File: src/rtl/rr_scan4.sv
// rr_scan4: round-robin sequencer that steers a 4:1 mux through s1/s2, captures
// the mux output and offers it downstream over valid/ready with a one-cycle grant.
module rr_scan4 #(
  parameter int WIDTH    = 4,
  parameter int START_CH = 0
) (
  input  logic             clk,
  input  logic             rst_n,
  input  logic [3:0]       req,
  output logic             s1,
  output logic             s2,
  input  logic [WIDTH-1:0] mux_e,
  output logic [3:0]       gnt,
  output logic [WIDTH-1:0] out_data,
  output logic [1:0]       out_ch,
  output logic             out_valid,
  input  logic             out_ready
);

  typedef enum logic [1:0] {
    IDLE    = 2'd0,
    CAPTURE = 2'd1,
    HOLD    = 2'd2
  } state_t;

  // Seeded one behind START_CH so the first search begins at START_CH.
  localparam logic [1:0] LAST_INIT = 2'((START_CH + 3) % 4);

  state_t           state_r;
  logic [1:0]       sel_r;
  logic [1:0]       last_ch_r;
  logic [3:0]       gnt_r;
  logic [WIDTH-1:0] data_r;
  logic [1:0]       ch_r;
  logic             valid_r;
  logic [3:0]       rot_s;
  logic [1:0]       offset_s;
  logic [1:0]       winner_s;

  function automatic logic [3:0] onehot4(input logic [1:0] ch);
    onehot4 = 4'b0001 << ch;
  endfunction

  // Rotate req so the channel after last_ch lands at bit 0, then priority-encode.
  always_comb begin
    rot_s    = req;
    offset_s = 2'd0;
    case (last_ch_r)
      2'd0:    rot_s = {req[0], req[3:1]};
      2'd1:    rot_s = {req[1:0], req[3:2]};
      2'd2:    rot_s = {req[2:0], req[3]};
      2'd3:    rot_s = req;
      default: rot_s = req;
    endcase
    if (rot_s[0]) begin
      offset_s = 2'd0;
    end else if (rot_s[1]) begin
      offset_s = 2'd1;
    end else if (rot_s[2]) begin
      offset_s = 2'd2;
    end else begin
      offset_s = 2'd3;
    end
    winner_s = last_ch_r + 2'd1 + offset_s;
  end

  // Sequencer: pick in IDLE, sample the settled mux in CAPTURE, hold until accepted.
  always_ff @(posedge clk or negedge rst_n) begin
    if (!rst_n) begin
      state_r   <= IDLE;
      sel_r     <= 2'd0;
      last_ch_r <= LAST_INIT;
      gnt_r     <= 4'b0000;
      data_r    <= '0;
      ch_r      <= 2'd0;
      valid_r   <= 1'b0;
    end else begin
      case (state_r)
        IDLE: begin
          gnt_r <= 4'b0000;
          if (req != 4'b0000) begin
            sel_r   <= winner_s;
            state_r <= CAPTURE;
          end else begin
            state_r <= IDLE;
          end
        end
        CAPTURE: begin
          data_r    <= mux_e;
          ch_r      <= sel_r;
          valid_r   <= 1'b1;
          gnt_r     <= onehot4(sel_r);
          last_ch_r <= sel_r;
          state_r   <= HOLD;
        end
        HOLD: begin
          gnt_r <= 4'b0000;
          if (valid_r && out_ready) begin
            valid_r <= 1'b0;
            state_r <= IDLE;
          end else begin
            state_r <= HOLD;
          end
        end
        default: begin
          gnt_r   <= 4'b0000;
          valid_r <= 1'b0;
          state_r <= IDLE;
        end
      endcase
    end
  end

  assign s1        = sel_r[0];
  assign s2        = sel_r[1];
  assign gnt       = gnt_r;
  assign out_data  = data_r;
  assign out_ch    = ch_r;
  assign out_valid = valid_r;

endmodule

File: config.mk
export PLATFORM = sky130hd
export DESIGN_NAME = rr_scan4
export DESIGN_NICKNAME = d
export VERILOG_FILES = /design/src/rtl/rr_scan4.sv
export SDC_FILE = /design/constraint.sdc
export NUM_CORES = 1
export LEC_CHECK = 0
export ABC_AREA = 1
export BUFFER_PORTS_ARGS = -buffer_cell sky130_fd_sc_hd__buf_2
export CAP_MARGIN = 10
export CORE_MARGIN = 2
export CORE_UTILIZATION = 45
export CTS_CLUSTER_DIAMETER = 120
export DETAILED_ROUTE_END_ITERATION = 10
export PLACE_DENSITY = 0.71
export SKIP_CTS_REPAIR_TIMING = 1
export SLEW_MARGIN = 20
export SYNTH_ARGS = -nofsm -noshare
export SYNTH_HDL_FRONTEND = slang
export SYNTH_SLANG_ARGS = --single-unit
File: constraint.sdc
create_clock -name clk -period 4.8 [get_ports clk]
set_input_delay 0 -clock clk [delete_from_list [all_inputs] [get_ports clk]]
set_output_delay 0 -clock clk [all_outputs]
set_load 0.1 [all_outputs]
# ---- Word level (Yosys, flattened, before mapping)
# Index checks and enable logic that the tools add are counted.
dict set report word_totals {
  ff_bits 17
  out_inout_bits 13
  wordCells 33
}
dict set report op_classes {
  add_sub_neg 2
  eq_ne 6
  shift 1
  mux 10
  n_bitwise 1
  reduce_logical 6
}
# cell count
set ops {}
lappend ops {{$pmux 3 s4} 1}
lappend ops {{$eq 2x2->1 const B} 3}
lappend ops {{$mux 2} 3}
lappend ops {{$pmux 2 s3} 1}
lappend ops {{$eq 2x1->1 const B} 2}
lappend ops {{$logic_not 2->1} 2}
lappend ops {{$mux 4} 1}
lappend ops {{$reduce_and 2->1} 2}
lappend ops {{$reduce_bool 4->1} 1}
lappend ops {{$shl 1x2->4 const A} 1}
lappend ops {{$mux 1} 3}
lappend ops {{$pmux 1 s3} 1}
lappend ops {{$add 2x1->2 const B} 1}
lappend ops {{$add 2x2->2} 1}
lappend ops {{$ne 2x2->1 const B} 1}
lappend ops {{$logic_and 1x1->1} 1}
lappend ops {{$not 1->1} 1}

# ---- Longest topological paths before layout
dict set report depth {
  ltp_word 6
  ltp_mapped 13
  ltp_nobuf 12
}

# ---- Least setup slack after synthesis
# Ideal clock, no wire load.
dict set report synth_timing {
  path_kind {register -> register}
  start {register last_ch_r[0]}
  end {register sel_r[1]}
  setup_time_ns 0.120
  arrival_time_ns 1.494
  path_slack_ns 3.186
  path_stages_with_launch 12
  n_path_buf 1
  period_less_slack_ns 1.614
  path_cell_list {dfstp_2 > buf_6 > inv_6 > nand3_2 > nand3_2 > nor2_2 > nand2_1 > ha_1 > xnor2_1 > nand3_1 > nand3_1 > nand2_1}
}
dict set report synth_between {
  elab_chain_len 6
  word_cells_on_any_way 10
  classes_between {2 x add/sub; 3 x eq/ne; 4 x mux; 1 x reduce/logical}
}
# item line_no
set synth_lines {}
lappend synth_lines {{start, declared} 31} ;# logic [1:0] last_ch_r;
lappend synth_lines {{start signal, assigned} 93} ;# last_ch_r <= sel_r;
lappend synth_lines {{$eq 2x2->1, or another cell as far along} 48} ;# case (last_ch_r)
lappend synth_lines {{$pmux 3 s4} 48}
lappend synth_lines {{$mux 1} 59} ;# end else if (rot_s[2]) begin
lappend synth_lines {{$mux 2} 57} ;# end else if (rot_s[1]) begin
lappend synth_lines {{$mux 2} 55} ;# if (rot_s[0]) begin
lappend synth_lines {{$add 2x2->2 (*)} 64} ;# winner_s = last_ch_r + 2'd1 + offset_s;
lappend synth_lines {{end signal, assigned} 82} ;# sel_r <= winner_s;
lappend synth_lines {{end, declared} 30} ;# logic [1:0] sel_r;
# Every way passes the cells marked *; elsewhere a longest branch is shown, timed or not.
# A chain may end at the register's enable or synchronous reset.

# ---- Worst setup path after layout
dict set report layout_timing {
  start {register last_ch_r[1]}
  end {register sel_r[1]}
}
# Same word-level chain as after synthesis.

==> impl_results.md <==
* Status: finished with violations
* Failing checks: hold timing
* Top FF cell, synth: dfrtp_1
* Rows at 15
* Flops & latches, synth at 17
* Crit-path cells: inv_1 -> nand3_1 -> nand3_2 -> nor2_2 -> nand2_1 -> ha_1 -> xnor2_1 -> nand3_1 -> nand3_1 -> nand2_1
* Max_slew headroom at 67.6%
* Max Root-Sink Buffers at 2
* Crit-path leading delay family: flip-flops
* Worst EP required at 4.98 ns
* Fin crit share at 38.6%
* CTS Root Cell: clkbuf_4
* Async set-or-reset flop fraction in the synthesized netlist at 100%
* Routed len/inst at between 10 and 15 um
* Max-cap violations at 0
* DP Wirelength at 1110 um
* Die Y at 47.0 um
* Post-synth cell types at 23
* Largest net degree at the start of global routing at 18
* Mapped Area at 831 sq um
* GPL Wtd Cong at 0.803
* CP max stage cell: dfstp_2
* Antenna cells at 0
* Top cell by count, worst path: nand3_1
* Vias in the first global route at 569
* First-iteration detailed-routing DRC count at 4
* Post-synthesis area per instance at ~9.1 sq um
* Grt ovf at 0
* Core area at approximately 1700 sq um
* P&R area growth vs syn at 24.1%
* Final Hold Viols at 1
* H-tree depth at 1
* WS Path Type: reg -> reg
* Met3 GRT Util at approximately 2.3%
* Setup crit end kind: register
* Total negative slack at 0 ns
* Die width at 47.0 um
* DR pass1 iterations at 4
* GRT Max-Usage Layer: met2
* Number of synthesized flops with an enable pin at 0
* Clock skew at between 0.002 and 0.003 ns
* Synth Warn # at 0
* Seq/Total Area, Yosys at ~52%
* Post-synth top area share at a little under half
* Syn_nets at between 100 and 150
* Critical path buffer and inverter count at 1
* GRT Util Overall at 16.3%
* Cell taking the most area after synthesis: dfrtp_1
* Worst hold path class: in -> reg
* Insertion delay to the later sink of the worst-skew pair at roughly 0.28 ns
* Worst EP arrival at 2.03 ns
* Top cells by count, synth: 30 x nand2_1, 15 x dfrtp_1, 10 x nand3_1
* Worst Path Max Fanout at 11
* Worst hold slack at -0.0167 ns
* Final setup vio count at 0
* Final Critical Period at ~1.9 ns
* CTS tree: built
* Routing usage on met1 at a little over a fifth
* Initial antenna violation count at 0
* CTS sink cnt at 17
* CP Launch Type: register
* Nets at around 130
* Actual slew at the worst max-slew pin at between 0.4 and 0.5 ns
* Leading post-synthesis cells by cell area: dfrtp_1 45%, nand2_1 14%, dfstp_2 6.3%
* Post-Route WL at ~1600 um
* Global-route wire length before repair at about 2500 um
* I/O Buffers at 23
* Reg clk slew, reported paths at 0.09 ns
* Via count at a little under 700
* Inserted Clock Buffers at 3
* Gate Count Post-Synth at about 90
* DRC Markers at 0
* FMAX at between 500 and 600 MHz
* I/O pin cnt at 24
* Initial core utilization at 48.1%
* Share of layout cells above drive strength 1 at between 30% and 40%
* Drt via density at 4.72
* Antenna viol nets, final at 0
* Count leader, synth: nand2_1
* Worst path max stage delay at approximately 0.66 ns
* Fill cells at ~160
* Max-slew violation count at 0
* Unrepaired setup endpoints after global routing: false
* Die area at between 2000 and 2500 sq um
* Met2 global-route usage at a little over a quarter
tightest hold or removal path, delay by kind of cell:
family                 cells  cell delay, ns
and+or+nand+nor            3            0.16
buffers and inverters      1            0.07
state kept, by name, summed over array words and instances, names as in the netlist:
signal,flops
gnt,4
last_ch_r,2
out_ch,2
out_data,4
out_valid,1
sel_r,2
state_r,2
metal layers:
| metal | part of all wire (%) | vias up |
|---|---|---|
| met5 | 0 | - |
| met4 | 1.1 | 0 |
| met3 | 5.3 | 2 |
| met2 | 46 | 23 |
| met1 | 48 | 310 |
| li1 | - | 354 |
final timing paths:
| kind | start | to | slack [ns] | cells after the start |
|---|---|---|---|---|
| max | last_ch_r[1]$_DFFE_PN1P_ | sel_r[1]$_DFFE_PN0P_ | 2.95 | 10 |
| min | out_ready | state_r[1]$_DFF_PN0_ | -0.02 | 4 |
| max reg2reg | last_ch_r[1]$_DFFE_PN1P_ | sel_r[1]$_DFFE_PN0P_ | 2.95 | 10 |
| min reg2reg | out_data[1]$_DFFE_PN0P_ | out_data[1]$_DFFE_PN0P_ | 0.47 | 2 |
| max in group asynchronous | rst_n | last_ch_r[1]$_DFFE_PN1P_ | 4.34 | 2 |
| min in group asynchronous | rst_n | out_data[1]$_DFFE_PN0P_ | 0.15 | 2 |
placed cells by master (no fill, tap or decap), drive strengths merged:
cell type    count
buf             23
inv              8
dfstp            2
nand2           31
xnor2            1
nand3           13
or2              1
a31oi            1
dlygate4sd3      5
a21oi            1
nor2             8
clkbuf           4
nor3b            1
dfrtp           15
nand4            1
o21bai           1
nor3             1
ha               1
o21ai            3
stage by stage:
step,worst slack (ns),cells,hold WS [ns],cell area (sq um),utilization [%]
global placement,3.07,137,-0.0685,955,55.3
floorplan,3.19,91,-0.296,831,-
global route,2.77,146,0.00972,1030,59.7
detailed placement,2.98,137,-0.0614,955,55.3
finish,2.95,146,-0.0167,1030,59.7
CTS,2.92,141,-0.378,981,56.8
layout make-up:
class	count	area (sq um)	share of cell area, %
clock buffer	4	26.3	2.55
inverter	8	35.0	3.40
multi-input combinational	64	345	33.5
sequential	17	428	41.5
tap	25	31.3	3.03
timing repair buffer	28	165	16.0
logic make-up (layout without fill, tap and decap cells):
kind of cell    count (synthesis)  after routing  synth area share [%]
buf+inv                        10             40                  6.93
fa+ha+maj                       1              1                  1.51
xor+xnor                        1              1                  1.05
compound gates                  6              6                  7.23
flops                          17             17                  51.5
simple gates                   56             56                  31.8
Power is not shown: default switching activity piles up to over one toggle a cycle in this logic, so the estimate is an artifact.
